### src/rtl/cls_pwm_duty_cycle_meter_pkg.sv
`default_nettype none
`timescale 1ns/1ps
// ============================================================================
// Module : cls_pwm_duty_cycle_meter_pkg
// Desc   : Percent-scaling constants and width helper shared by the meter.
// Rev    : 1.0 - initial release
// ============================================================================
package cls_pwm_duty_cycle_meter_pkg;

  localparam int PCT_SCALE  = 100;
  localparam int QUOT_WIDTH = 7;
  localparam int DIV_ITERS  = 7;

  // Position of the most significant set bit; 0 for inputs of 0 or 1.
  function automatic int bit_index(input int value);
    int idx;
    idx = 0;
    for (int i = 0; i < 32; i++) begin
      if (value[i]) idx = i;
    end
    return idx;
  endfunction

endpackage

`default_nettype wire

### src/rtl/cls_pwm_duty_divider.sv
`default_nettype none
`timescale 1ns/1ps
// ============================================================================
// Module : cls_pwm_duty_divider
// Desc   : Restoring divider producing a 7-bit quotient, one bit per cycle.
// Rev    : 1.0 - initial release
// ============================================================================
module cls_pwm_duty_divider
  import cls_pwm_duty_cycle_meter_pkg::*;
#(
  parameter  int DIVISOR_WIDTH  = 8,
  localparam int DIVIDEND_WIDTH = DIVISOR_WIDTH + QUOT_WIDTH
) (
  input  logic                      clk,
  input  logic                      rst,
  input  logic                      start,
  input  logic [DIVIDEND_WIDTH-1:0] dividend,
  input  logic [DIVISOR_WIDTH-1:0]  divisor,
  output logic                      busy,
  output logic                      done,
  output logic [QUOT_WIDTH-1:0]     quotient
);

  localparam int ITER_W = $clog2(DIV_ITERS + 1);

  logic [DIVIDEND_WIDTH-1:0] r_rem;
  logic [DIVIDEND_WIDTH-1:0] r_den;
  logic [QUOT_WIDTH-1:0]     r_q_work;
  logic [ITER_W-1:0]         r_iter;
  logic                      w_ge;
  logic [DIVIDEND_WIDTH-1:0] w_diff;

  // The divisor starts aligned to the top quotient bit and walks down.
  assign w_ge   = (r_rem >= r_den);
  assign w_diff = r_rem - r_den;
  assign busy   = (r_iter != '0);

  always_ff @(posedge clk or posedge rst) begin
    if (rst) begin
      r_rem    <= '0;
      r_den    <= '0;
      r_q_work <= '0;
      r_iter   <= '0;
      done     <= 1'b0;
      quotient <= '0;
    end else begin
      done <= 1'b0;
      if (start && !busy) begin
        r_rem    <= dividend;
        r_den    <= DIVIDEND_WIDTH'(divisor) << (DIV_ITERS - 1);
        r_q_work <= '0;
        r_iter   <= ITER_W'(DIV_ITERS);
      end else if (busy) begin
        if (w_ge) r_rem <= w_diff;
        r_den    <= r_den >> 1;
        r_q_work <= {r_q_work[QUOT_WIDTH-2:0], w_ge};
        r_iter   <= r_iter - ITER_W'(1);
        if (r_iter == ITER_W'(1)) begin
          done     <= 1'b1;
          quotient <= {r_q_work[QUOT_WIDTH-2:0], w_ge};
        end
      end
    end
  end

endmodule

`default_nettype wire

### src/rtl/cls_pwm_duty_cycle_meter.sv
`default_nettype none
`timescale 1ns/1ps
// ============================================================================
// Module : cls_pwm_duty_cycle_meter
// Desc   : Measures high time, period and integer duty percent of a PWM input.
// Rev    : 1.0 - initial release
// ============================================================================
module cls_pwm_duty_cycle_meter
  import cls_pwm_duty_cycle_meter_pkg::*;
#(
  parameter  int CLK_RATE_HZ      = 50000000,
  parameter  int MIN_DUTY_RATE_HZ = 100,
  localparam int TIMEOUT_TICKS    = CLK_RATE_HZ / MIN_DUTY_RATE_HZ,
  localparam int CNT_WIDTH        = bit_index(TIMEOUT_TICKS) + 1
) (
  input  logic                  CLK,
  input  logic                  RESET,
  input  logic                  PWM_IN,
  output logic [CNT_WIDTH-1:0]  HIGH_COUNT,
  output logic [CNT_WIDTH-1:0]  PERIOD_COUNT,
  output logic [QUOT_WIDTH-1:0] DUTY_PERCENT,
  output logic                  MEAS_VALID,
  output logic                  SIGNAL_LOST
);

  localparam int DIV_W = CNT_WIDTH + QUOT_WIDTH;
  localparam logic [CNT_WIDTH-1:0] c_timeout = CNT_WIDTH'(TIMEOUT_TICKS);

  typedef enum logic [0:0] {
    ST_IDLE = 1'b0,
    ST_RUN  = 1'b1
  } state_t;

  state_t                r_state;
  logic                  r_sync1, r_sync2, r_sync3;
  logic [CNT_WIDTH-1:0]  r_cnt, r_hcnt, r_high_cap, r_period_cap;
  logic                  r_fall_seen;
  logic                  w_rise, w_fall, w_start;
  logic [CNT_WIDTH-1:0]  w_high_now;
  logic [DIV_W-1:0]      w_dividend;
  logic                  w_div_busy, w_div_done;
  logic [QUOT_WIDTH-1:0] w_quot;

  assign w_rise     = r_sync2 & ~r_sync3;
  assign w_fall     = ~r_sync2 & r_sync3;
  // A period with no falling edge was high throughout.
  assign w_high_now = r_fall_seen ? r_hcnt : r_cnt;
  assign w_start    = (r_state == ST_RUN) && w_rise && !w_div_busy;
  assign w_dividend = DIV_W'(w_high_now) * DIV_W'(PCT_SCALE);

  cls_pwm_duty_divider #(
    .DIVISOR_WIDTH(CNT_WIDTH)
  ) u_divider (
    .clk      (CLK),
    .rst      (RESET),
    .start    (w_start),
    .dividend (w_dividend),
    .divisor  (r_cnt),
    .busy     (w_div_busy),
    .done     (w_div_done),
    .quotient (w_quot)
  );

  always_ff @(posedge CLK or posedge RESET) begin
    if (RESET) begin
      r_state      <= ST_IDLE;
      r_sync1      <= 1'b0;
      r_sync2      <= 1'b0;
      r_sync3      <= 1'b0;
      r_cnt        <= '0;
      r_hcnt       <= '0;
      r_high_cap   <= '0;
      r_period_cap <= '0;
      r_fall_seen  <= 1'b0;
      HIGH_COUNT   <= '0;
      PERIOD_COUNT <= '0;
      DUTY_PERCENT <= '0;
      MEAS_VALID   <= 1'b0;
      SIGNAL_LOST  <= 1'b0;
    end else begin
      r_sync1    <= PWM_IN;
      r_sync2    <= r_sync1;
      r_sync3    <= r_sync2;
      MEAS_VALID <= 1'b0;

      if (w_fall) begin
        r_hcnt      <= r_cnt;
        r_fall_seen <= 1'b1;
      end

      if (w_div_done) begin
        HIGH_COUNT   <= r_high_cap;
        PERIOD_COUNT <= r_period_cap;
        DUTY_PERCENT <= w_quot;
        MEAS_VALID   <= 1'b1;
        SIGNAL_LOST  <= 1'b0;
      end

      case (r_state)
        ST_IDLE: begin
          if (w_rise) begin
            r_state     <= ST_RUN;
            r_cnt       <= CNT_WIDTH'(1);
            r_fall_seen <= 1'b0;
          end
        end
        ST_RUN: begin
          // A rise landing on the timeout cycle still counts as a period.
          if (w_rise) begin
            r_cnt       <= CNT_WIDTH'(1);
            r_fall_seen <= 1'b0;
            if (w_start) begin
              r_period_cap <= r_cnt;
              r_high_cap   <= w_high_now;
            end
          end else if (r_cnt == c_timeout) begin
            r_state      <= ST_IDLE;
            SIGNAL_LOST  <= 1'b1;
            DUTY_PERCENT <= r_sync2 ? QUOT_WIDTH'(PCT_SCALE) : '0;
            HIGH_COUNT   <= '0;
            PERIOD_COUNT <= '0;
            MEAS_VALID   <= 1'b1;
          end else begin
            r_cnt <= r_cnt + CNT_WIDTH'(1);
          end
        end
        default: r_state <= ST_IDLE;
      endcase
    end
  end

endmodule

`default_nettype wire

### config.mk
export PLATFORM = sky130hd
export DESIGN_NAME = cls_pwm_duty_cycle_meter
export DESIGN_NICKNAME = d
export VERILOG_FILES = /design/src/rtl/cls_pwm_duty_cycle_meter_pkg.sv /design/src/rtl/cls_pwm_duty_divider.sv /design/src/rtl/cls_pwm_duty_cycle_meter.sv
export SDC_FILE = /design/constraint.sdc
export NUM_CORES = 1
export LEC_CHECK = 0
export ABC_CLOCK_PERIOD_IN_PS = 5700
export BUFFER_PORTS_ARGS = -buffer_cell sky130_fd_sc_hd__buf_2
export CAP_MARGIN = 20
export CELL_PAD_IN_SITES_DETAIL_PLACEMENT = 1
export CELL_PAD_IN_SITES_GLOBAL_PLACEMENT = 1
export CORE_MARGIN = 2
export CORE_UTILIZATION = 36
export DETAILED_ROUTE_END_ITERATION = 7
export PLACE_DENSITY = 0.65
export SLEW_MARGIN = 5
export SYNTH_ARGS = -nofsm -noshare
export SYNTH_HDL_FRONTEND = slang
export SYNTH_SLANG_ARGS = --single-unit
### constraint.sdc
create_clock -name CLK -period 5.7 [get_ports CLK]
set_input_delay 0 -clock CLK [delete_from_list [all_inputs] [get_ports CLK]]
set_output_delay 0 -clock CLK [all_outputs]
set_load 0.05 [all_outputs]
== Yosys cells after proc, flatten, opt, wreduce, memory -nomap -nowiden ==
Index checks and enable logic that the tools add are counted.

* Bitwise operators: 6
* Equal/unequal tests: 4
* Mux-type cells: 44
* Magnitude comparators: 1
* Add/subtract/negate cells: 3
* Div/mod/pow operators: 0
* Shift-type cells: 0
* Multiply operators: 1
* Reduce and logical (&&, ||, !) cells: 12

{| class="wikitable"
|+ Operator list
! operator !! number
|-
| $mux W19 || 12
|-
| $mux W26 || 5
|-
| $pmux W19 S2 || 1
|-
| $mux W7 || 5
|-
| $ge A26 B26 Y1 || 1
|-
| $sub A26 B26 Y26 || 1
|-
| $mul A19 B5 Y24 const B || 1
|-
| $add A19 B1 Y19 const B || 1
|-
| $eq A19 B19 Y1 const B || 1
|-
| $mux W1 || 16
|-
| $mux W6 || 2
|-
| $mux W3 || 2
|-
| $reduce_and A3 Y1 || 2
|-
| $reduce_bool A2 Y1 || 3
|-
| $not A1 Y1 || 4
|-
| $reduce_and A2 Y1 || 2
|-
| $eq A3 B1 Y1 const B || 1
|-
| $logic_and A1 B1 Y1 || 3
|-
| $ne A3 B3 Y1 const B || 1
|-
| $reduce_bool A3 Y1 || 1
|-
| $sub A3 B1 Y3 const B || 1
|-
| $and A1 B1 Y1 || 2
|-
| $ne A2 B2 Y1 const B || 1
|-
| $pmux W1 S2 || 1
|-
| $logic_not A1 Y1 || 1
|}

* Memories kept: 0
* Output and inout bits: 47
* Flip-flop bits (word level): 197
* ROM bits: 0
* Input port bits: 3
* Word-level logic and storage cells: 91
* Latch bits: 0
* Bits in writable memories: 0

== Logic depth before layout (Yosys ltp) ==
Gate-level depths: netlist (run 1).

* Depth in word-level cells: 7
* Gate-level depth with buffers: 18

== Cells and area by module ==
Synthesis (run 1) repeated with hierarchy kept, for this count alone.

* Cell total of the unflattened synthesis: 1200
* Area, all modules: 11680.0 sq um

{| class="wikitable"
|+ By module, submodules not included
! module !! cells an instance !! area an instance (sq um) !! seq. area each (sq um) !! times used
|-
| cls_pwm_duty_cycle_meter || 704 || 7320.8 || 3203.1 || 1
|-
| cls_pwm_duty_divider || 496 || 4359.2 || 1701.6 || 1
|}

== Worst setup path before layout (run 1) ==
OpenSTA, ideal clock, no wires.

* Path kind: register to register
* Start point: reg r_fall_seen
* End point: reg u_divider.r_rem[25]
* Setup time: 0.111 ns
* Period minus slack after synthesis: 4.477 ns
* Data required time: 5.589 ns
* Arrival time: 4.366 ns
* Stages on the path, launching flop included: 18
* Path slack: 1.223 ns
* Cells stage by stage: dfrtp_1 > buf_1 > buf_2 > mux2i_1 > inv_1 > ha_1 > ha_1 > inv_1 > fa_1 > inv_1 > ha_1 > a41oi_1 > o21ai_1 > a22o_1 > or2_1 > o221a_2 > xnor2_1 > a2111oi_2

* Longest elaborated chain between the ends: 3

{| class="wikitable"
|+ Ends and longest elaborated chain
! what !! line !! RTL
|-
| from (decl) || cls_pwm_duty_cycle_meter.sv:37 || <nowiki>logic r_fall_seen;</nowiki>
|-
| from (signal assigned) || cls_pwm_duty_cycle_meter.sv:74 || <nowiki>r_fall_seen <= 1'b0;</nowiki>
|-
| from (signal assigned) || cls_pwm_duty_cycle_meter.sv:88 || <nowiki>r_fall_seen <= 1'b1;</nowiki>
|-
| from (signal assigned) || cls_pwm_duty_cycle_meter.sv:104 || <nowiki>r_fall_seen <= 1'b0;</nowiki>
|-
| $mux W19 || cls_pwm_duty_cycle_meter.sv:47 || <nowiki>assign w_high_now = r_fall_seen ? r_hcnt : r_cnt;</nowiki>
|-
| net w_high_now[9] || cls_pwm_duty_cycle_meter.sv:39 || <nowiki>logic [CNT_WIDTH-1:0] w_high_now;</nowiki>
|-
| $mul A19 B5 Y24 || cls_pwm_duty_cycle_meter.sv:49 || <nowiki>assign w_dividend = DIV_W'(w_high_now) * DIV_W'(PCT_SCALE);</nowiki>
|-
| $mux W26 || cls_pwm_duty_divider.sv:48 || <nowiki>if (start && !busy) begin</nowiki>
|-
| to (signal assigned) || cls_pwm_duty_divider.sv:49 || <nowiki>r_rem <= dividend;</nowiki>
|-
| to (signal assigned) || cls_pwm_duty_divider.sv:54 || <nowiki>if (w_ge) r_rem <= w_diff;</nowiki>
|-
| to (decl) || cls_pwm_duty_divider.sv:26 || <nowiki>logic [DIVIDEND_WIDTH-1:0] r_rem;</nowiki>
|}

The timed path passes the listed nets, and every way through them passes these cells.
A chain may end at the register's enable or synchronous reset.

== Worst setup path after layout (run 1) ==
Same ends and word-level chain as after synthesis.

==> flow_metrics.env, run 1 <==
export IMPL_critPathRequiredTime_ps=6040
export IMPL_period_share_pct=84.04
export IMPL_netlist_instances=1210
export IMPL_die_height_um=184.8
export IMPL_synth_distinct_cells=75
export IMPL_vias=8931
export IMPL_coreArea_um2=32370
export IMPL_p_comb_share_pct=46.5
export IMPL_crit_path_cell_trace="mux2i_1 > inv_1 > ha_1 > ha_1 > inv_1 > fa_1 > inv_1 > ha_1 > a41oi_1 > o21ai_1 > a22o_1 > or2_1 > o221a_2 > xnor2_1 > a2111oi_2"
export IMPL_die_w_um=184.8
export IMPL_cts_max_level=4
export IMPL_cp_buffers_inverters=3
export IMPL_ys_ff_latch=196
export IMPL_grt_start_max_net_pins=141
export IMPL_drive_gt1_share_pct=13.31
export IMPL_fillers=3705
export IMPL_synth_edf_count=0
export IMPL_relSlewSlack_pct=35.21
export IMPL_syn_to_final_growth_pct=11.49
export IMPL_place_gp_congestion=0.8459
export IMPL_syn_area_um2=11760
export IMPL_clk_pin_slew_ps=80
export IMPL_async_reset_ff_share_pct=100.0
export IMPL_cpPeakStageDelay_ps=890
export IMPL_hold_class="input pin to flip-flop"
export IMPL_viasPerCell=5.263
export IMPL_pwr_share_seq_pct=32.2
export IMPL_antenna_left=0
export IMPL_wirelength_um=31880
export IMPL_grt_pass1_vias=9241
export IMPL_period_needed_ps=4790
export IMPL_regArea_um2=4906
export IMPL_tightest_slew_ps=971.8
export IMPL_antenna_found_initial=0
export IMPL_port_buffer_count=49
export IMPL_cts_tree="yes"
export IMPL_max_freq_mhz=208.8
export IMPL_internal_power_uw=3341
export IMPL_status="finished clean"
export IMPL_fin_nets=1353
export IMPL_initial_core_util_pct=36.34
export IMPL_rsz0062_at_grt="no"
export IMPL_clock_latency_ps=440
export IMPL_p_per_area_nw_per_um2=444.0
export IMPL_crit_type="flip-flop to flip-flop"
export IMPL_startpoint_type="flip-flop"
export IMPL_critPathArrivalTime_ps=5130
export IMPL_p_clk_share_pct=21.3
export IMPL_yosysWarnings=0
export IMPL_p_sw_share_pct=42.63
export IMPL_slew_violations=0
export IMPL_die_area_um2=34140
export IMPL_grt_remaining_overflow=0
export IMPL_setup_violations=0
export IMPL_clock_skew_ps=11.91
export IMPL_synthFlopType="dfrtp_1"
export IMPL_ys_seq_area_share_pct=41.69
export IMPL_grt_pass1_wl_um=51630
export IMPL_track_usage_pct=19.54
export IMPL_postCtsResizedCells=0
export IMPL_hold_slack_ps=203.3
export IMPL_clock_path_buffers=2
export IMPL_drt_initial_drc_count=370
export IMPL_cts_num_sinks=196
export IMPL_cpLargestDelayFamily="adder cells"
export IMPL_dp_hpwl_um=22910
export IMPL_cap_violations=0
export IMPL_drcViolationCount=0
export IMPL_multi_input_area_um2=6218
export IMPL_finalHoldViolations=0
export IMPL_vdd_ir_drop_max_mv=0.2385
export IMPL_num_io_pins=50
export IMPL_wire_per_inst_um=18.79
export IMPL_power_switching_uw=2483
export IMPL_cp_max_fo=20
export IMPL_slowest_stage="dfrtp_1"
export IMPL_p_leak_uw=0.006607
export IMPL_tns_ps=0
export IMPL_antenna_cells=0
export IMPL_first_pass_iters=5
export IMPL_cts_root_buf="clkbuf_16"
export IMPL_rows=66
export IMPL_end_kind="flip-flop"
export IMPL_cts_buffers=17
export IMPL_syn_nets=1321
export IMPL_synth_area_per_cell_um2=9.722
==> Yosys cell counts, drive strengths merged, types with 4 or more instances <==
| master | instances | area, µm² |
|---|---|---|
| nor2b | 5 | 31.28 |
| ha | 93 | 1164 |
| o21a | 10 | 75.07 |
| o22ai | 6 | 37.54 |
| xor2 | 33 | 289.0 |
| nand3 | 32 | 160.2 |
| dfrtp | 196 | 4905 |
| mux2i | 80 | 800.8 |
| nor2 | 99 | 371.6 |
| mux2 | 34 | 382.9 |
| inv | 107 | 401.6 |
| a211oi | 17 | 132.6 |
| o21ai | 73 | 372.9 |
| a21o | 12 | 90.09 |
| a22o | 6 | 52.55 |
| fa | 15 | 300.3 |
| nand2b | 7 | 43.79 |
| nand3b | 4 | 30.03 |
| xnor2 | 14 | 122.6 |
| and3 | 9 | 66.31 |
| a31oi | 11 | 83.83 |
| clkbuf | 33 | 123.9 |
| a21oi | 47 | 242.7 |
| buf | 27 | 133.9 |
| o211ai | 12 | 108.9 |
| nor3 | 16 | 80.08 |
| nand2 | 129 | 486.7 |
| nand4 | 16 | 100.1 |
| and2 | 7 | 46.30 |
| or2 | 6 | 37.54 |
| or3 | 8 | 50.05 |
==> worst register-to-register path, cell delays in order, from the launching register on <==
cell,delay (ps)
dfrtp_1,890
mux2i_1,520
inv_1,140
ha_1,330
ha_1,300
inv_1,50
fa_1,490
inv_1,50
ha_1,350
a41oi_1,210
o21ai_1,160
a22o_1,210
or2_1,240
o221a_2,260
xnor2_1,140
a2111oi_2,360
==> cells by family (layout without fill, tap and decap cells) <==
logic type / Yosys count / after routing / share of synthesized area (%)
AOI/OAI and AO/OA: 228 / 228 / 12.97
xor gates and xnor gates: 47 / 47 / 3.499
adders and majority gates: 108 / 108 / 12.44
buffers and inverters: 167 / 212 / 5.605
DFF: 196 / 196 / 41.69
muxes: 114 / 114 / 10.06
and+or+nand+nor: 350 / 350 / 13.73
==> through the flow <==
step / instance area (µm²) / util [%] / setup WS, ps / total power [µW] / cells
floorplan: 11760 / - / 359.4 / 3937 / 1210
global placement: 12500 / 38.61 / 1057 / 4534 / 1663
detailed placement: 12500 / 38.61 / 923.6 / 4609 / 1663
CTS: 13120 / 40.51 / 887.2 / 5882 / 1697
global route: 13120 / 40.51 / 578.0 / 6263 / 1697
finish: 13120 / 40.51 / 909.9 / 5823 / 1697
==> cells in the final DEF, fill, tap and decap left out, types with 17 or more instances in the layout <==
| master | count |
|---|---|
| xor2_1 | 33 |
| mux2i_1 | 80 |
| dfrtp_1 | 195 |
| inv_1 | 106 |
| clkbuf_16 | 17 |
| nor2_1 | 98 |
| nand2_1 | 128 |
| mux2_2 | 34 |
| o21ai_0 | 58 |
| nand3_1 | 31 |
| buf_2 | 49 |
| a21oi_1 | 45 |
| ha_1 | 93 |
| buf_4 | 22 |
==> timing repair <==
action	in CTS	in global routing
hold endpoints to repair	140	0
buffers inserted	0	0
setup endpoints to repair	0	0
hold buffers	2	0
==> sequential cells by signal, summed over array words and instances, names as in the netlist, 3 cells and up <==
register,flops
DUTY_PERCENT,7
r_high_cap,19
r_hcnt,19
r_cnt,19
u_divider.r_rem,26
u_divider.r_q_work,6
u_divider.r_iter,3
u_divider.quotient,7
PERIOD_COUNT,19
r_period_cap,19
u_divider.r_den,25
HIGH_COUNT,19
==> path summary, 6_finish.rpt <==
check                      cells past startpoint   startpoint                  end  slack [ps]
max reg2reg                                   15  r_fall_seen  u_divider.r_rem[25]         910
min in group asynchronous                      3        RESET      r_period_cap[4]         310
min                                            2       PWM_IN              r_sync1         200
max in group asynchronous                      4        RESET  u_divider.r_rem[11]        4070
max                                           15  r_fall_seen  u_divider.r_rem[25]         910
min reg2reg                                    0      r_sync1              r_sync2         380
==> power groups by stage <==
stage	combinational [µW]	sequential [µW]	clock, µW
6_report	2710	1880	1240
5_1_grt	3030	1910	1320
4_1_cts	2730	1880	1270
3_5_place_dp	2710	1900	0
3_3_place_gp	2640	1890	0
2_1_floorplan	1920	2010	0
==> metal layers <==
metal | GRT usage (%) | vias to the layer above | wire, µm | part of all wire [%]
li1 | - | 4249 | - | -
met1 | 26.48 | 4519 | 15140 | 47
met2 | 32.88 | 136 | 15410 | 48
met3 | 2.969 | 27 | 880 | 2.8
met4 | 4.635 | 0 | 452 | 1.4
met5 | 0 | - | 0 | 0
==> layout make-up <==
cell class                      instances  share of cell area [%]
Sequential cell                       196                   37.41
Multi-Input combinational cell        847                   47.41
Timing Repair Buffer                   73                   3.282
Clock inverter                         15                   1.317
Tap cell                              442                   4.217
Inverter                              107                   3.120
Clock buffer                           17                   3.244
(Power assumes the default switching activity.)
==> inputs of run 2 (changes only) <==
--- a/config.mk
+++ b/config.mk
@@ -5,7 +5,8 @@
 export SDC_FILE = /design/constraint.sdc
 export NUM_CORES = 1
 export LEC_CHECK = 0
-export ABC_CLOCK_PERIOD_IN_PS = 5700
+export ABC_AREA = 1
+export ABC_CLOCK_PERIOD_IN_PS = 4190
 export BUFFER_PORTS_ARGS = -buffer_cell sky130_fd_sc_hd__buf_2
 export CAP_MARGIN = 20
 export CELL_PAD_IN_SITES_DETAIL_PLACEMENT = 1
@@ -13,7 +14,7 @@
 export CORE_MARGIN = 2
 export CORE_UTILIZATION = 36
 export DETAILED_ROUTE_END_ITERATION = 7
-export PLACE_DENSITY = 0.65
+export PLACE_DENSITY = 0.69
 export SLEW_MARGIN = 5
 export SYNTH_ARGS = -nofsm -noshare
 export SYNTH_HDL_FRONTEND = slang
==> constraint.sdc (replaced) <==
create_clock -name CLK -period 4.19 [get_ports CLK]
set_input_delay 0 -clock CLK [delete_from_list [all_inputs] [get_ports CLK]]
set_output_delay 0 -clock CLK [all_outputs]
set_load 0.05 [all_outputs]
==> run 2 against run 1 <==
Against the previous run: critical path depth increased by 4; power increased by 110%; worst setup slack got worse by 550 ps.
==> flow_metrics.env, run 2 <==
export IMPL_status="finished clean"
export IMPL_netlist_instances=1746
export IMPL_end_kind="flip-flop"
export IMPL_setup_violations=0
export IMPL_syn_nets=1857
export IMPL_synth_edf_count=0
export IMPL_die_w_um=192.2
export IMPL_async_reset_ff_share_pct=100.0
export IMPL_clk_pin_slew_ps=80
export IMPL_coreArea_um2=34710
export IMPL_vdd_ir_drop_max_mv=0.4560
export IMPL_port_buffer_count=49
export IMPL_holdCritStartpoint="PWM_IN"
export IMPL_top_regs="u_divider.r_rem x26, u_divider.r_den x25"
export IMPL_cts_root_buf="clkbuf_16"
export IMPL_p_clk_share_pct=14.9
export IMPL_drt_initial_drc_count=544
export IMPL_grt_pass1_vias=12000
export IMPL_synth_most_common_cell="nand2_1"
export IMPL_hold_slack_ps=184.3
export IMPL_yosysWarnings=0
export IMPL_grt_remaining_overflow=0
export IMPL_synth_area_top_cells="dfrtp_1 (38%), nand2_1 (15%), inv_1 (9.9%)"
export IMPL_synth_top_area_cell="dfrtp_1"
export IMPL_finalHoldViolations=0
export IMPL_ys_ff_latch=196
export IMPL_startpoint="r_cnt[6]"
export IMPL_clock_latency_ps=460
export IMPL_reg2reg_from="r_cnt[6]"
export IMPL_dp_hpwl_um=30140
export IMPL_clock_skew_ps=19.65
export IMPL_drive_gt1_share_pct=9.353
export IMPL_crit_type="flip-flop to flip-flop"
export IMPL_postCtsSetupBuffers=0
export IMPL_rows=68
export IMPL_critPathRequiredTime_ps=4590
export IMPL_fin_util_pct=41.12
export IMPL_startpoint_type="flip-flop"
export IMPL_max_freq_mhz=261.0
export IMPL_die_area_um2=36920
export IMPL_largest_register_ffs=26
export IMPL_grt_start_max_net_pins=113
export IMPL_wirelength_um=38740
export IMPL_tightest_slew_ps=900.4
export IMPL_drcViolationCount=0
export IMPL_mostFrequentLayoutCell="nand2_1"
export IMPL_cts_max_level=4
export IMPL_p_leak_uw=0.007921
export IMPL_synthFlopType="dfrtp_1"
export IMPL_viasPerCell=4.990
export IMPL_yosysTopAreaCellShare_pct=38.48
export IMPL_rsz0062_at_grt="yes"
export IMPL_synth_top_cells_by_count="nand2_1 (510), inv_1 (335), dfrtp_1 (196), o21ai_0 (142), nor2_1 (95)"
export IMPL_p_sw_share_pct=51.40
export IMPL_cp_max_fo=5
export IMPL_final_cell_mix="nand2_1 (510), inv_1 (333), dfrtp_1 (195)"
export IMPL_power_switching_uw=6217
export IMPL_first_pass_iters=4
export IMPL_ys_seq_area_share_pct=38.48
export IMPL_grt_pass1_wl_um=63390
export IMPL_initial_core_util_pct=36.71
export IMPL_pwr_share_seq_pct=24.2
export IMPL_synth_area_per_cell_um2=7.299
export IMPL_cts_num_sinks=196
export IMPL_period_needed_ps=3832
export IMPL_wire_per_inst_um=17.13
export IMPL_internal_power_uw=5878
export IMPL_antenna_cells=0
export IMPL_antenna_found_initial=0
export IMPL_fin_nets=1905
export IMPL_cts_buffers=17
export IMPL_die_height_um=192.2
export IMPL_syn_area_um2=12740
export IMPL_slew_violations=0
export IMPL_track_usage_pct=22.12
export IMPL_syn_to_final_growth_pct=12.01
export IMPL_cap_violations=0
export IMPL_clock_path_buffers=2
export IMPL_num_io_pins=50
export IMPL_period_share_pct=91.45
export IMPL_synth_distinct_cells=46
export IMPL_hold_class="input pin to flip-flop"
export IMPL_critPathArrivalTime_ps=4230
export IMPL_regMostFlops="u_divider.r_rem"
export IMPL_p_per_area_nw_per_um2=847.3
export IMPL_vias=11290
export IMPL_place_gp_congestion=0.8866
export IMPL_cts_tree="yes"
export IMPL_reg2reg_slack_ps=360
export IMPL_relSlewSlack_pct=39.85
export IMPL_p_comb_share_pct=60.8
export IMPL_antenna_left=0
==> run 2: cell count changes after synthesis, moves of 10 or more <==
cell      previous run  this run
nand2_1            128       510
inv_1              107       335
o21ai_0             58       142
mux2i_1             80         0
nand3_1             32        92
mux2_2              34         0
xor2_1              33        12
a211oi_1            16         0
xnor2_1             14         2
a21oi_1             45        56
o21a_1              10         0
o22ai_1              6        16
==> run 2: logic make-up (layout without fill, tap and decap cells) <==
kind of cell	after synthesis	after routing	synth area share, %
simple gates	778	778	26.15
buf+inv	397	458	12.02
compound gates	253	253	10.90
flops	196	196	38.48
fa+ha+maj	108	108	11.49
xor+xnor	14	14	0.9621
==> run 2: per-layer routing <==
metal,part of all wire [%],track usage [%]
met2,50,38.84
met3,2.3,3.106
met1,46,28.36
met4,2.3,6.019
met5,0,0
==> run 2: final cells by class <==
class,count,area (µm²)
Clock buffer,19,442.9
Timing Repair Buffer,85,565.5
Fill cell,4428,20440
Clock inverter,13,191.4
Multi-Input combinational cell,1153,6314
Tap cell,455,569.3
Sequential cell,196,4908
Inverter,341,1284
==> run 2: path summary, 6_finish.rpt <==
check / end / cells past startpoint
max: u_divider.r_rem[20] / 19
min: r_sync1 / 2
max reg2reg: u_divider.r_rem[20] / 19
min reg2reg: r_sync2 / 0
max in group asynchronous: r_fall_seen / 4
min in group asynchronous: u_divider.r_q_work[4] / 3
==> run 2: timing repair <==
action / CTS / global route
hold buffers: 2 / 0
gates cloned: 0 / 0
endpoints found under the hold margin: 34 / 0
setup endpoints to repair: 1 / 6
gates resized for setup: 2 / 13
==> run 2: worst max-delay path: stages (launching register included) <==
cell     delay, ps
dfrtp_1        490
inv_1          180
o21ai_0        350
ha_1           310
ha_1           280
inv_1           50
fa_1           490
inv_1           40
ha_1           350
a21oi_1        260
nand2_1         80
nand2_1         60
nand3_1        150
nand2_1        150
nand2_1         60
nand2_1         60
nand3_1        140
nand2_1        140
nand2_1         60
nand2_1         60
==> run 2: power groups by stage <==
stage / clock network, µW / registers (µW) / logic [µW]
final: 1800 / 2930 / 7360
after global routing: 1910 / 3010 / 8420
after CTS: 1840 / 2940 / 7430
after detailed placement: 0 / 2970 / 7360
after global placement: 0 / 2940 / 7130
after floorplan: 0 / 3390 / 4960
==> run 2: through the flow <==
stage | instance area [µm²] | power [µW] | setup slack, ps | setup TNS [ps] | std cells
global route | 14270 | 13340 | 0.2611 | 0 | 2262
floorplan | 12750 | 8350 | 531.4 | 0 | 1746
finish | 14270 | 12090 | 358.4 | 0 | 2262
global placement | 13580 | 10070 | 74.15 | 0 | 2227
CTS | 14240 | 12210 | 172.4 | 0 | 2261
detailed placement | 13580 | 10330 | -27.90 | -27.90 | 2227
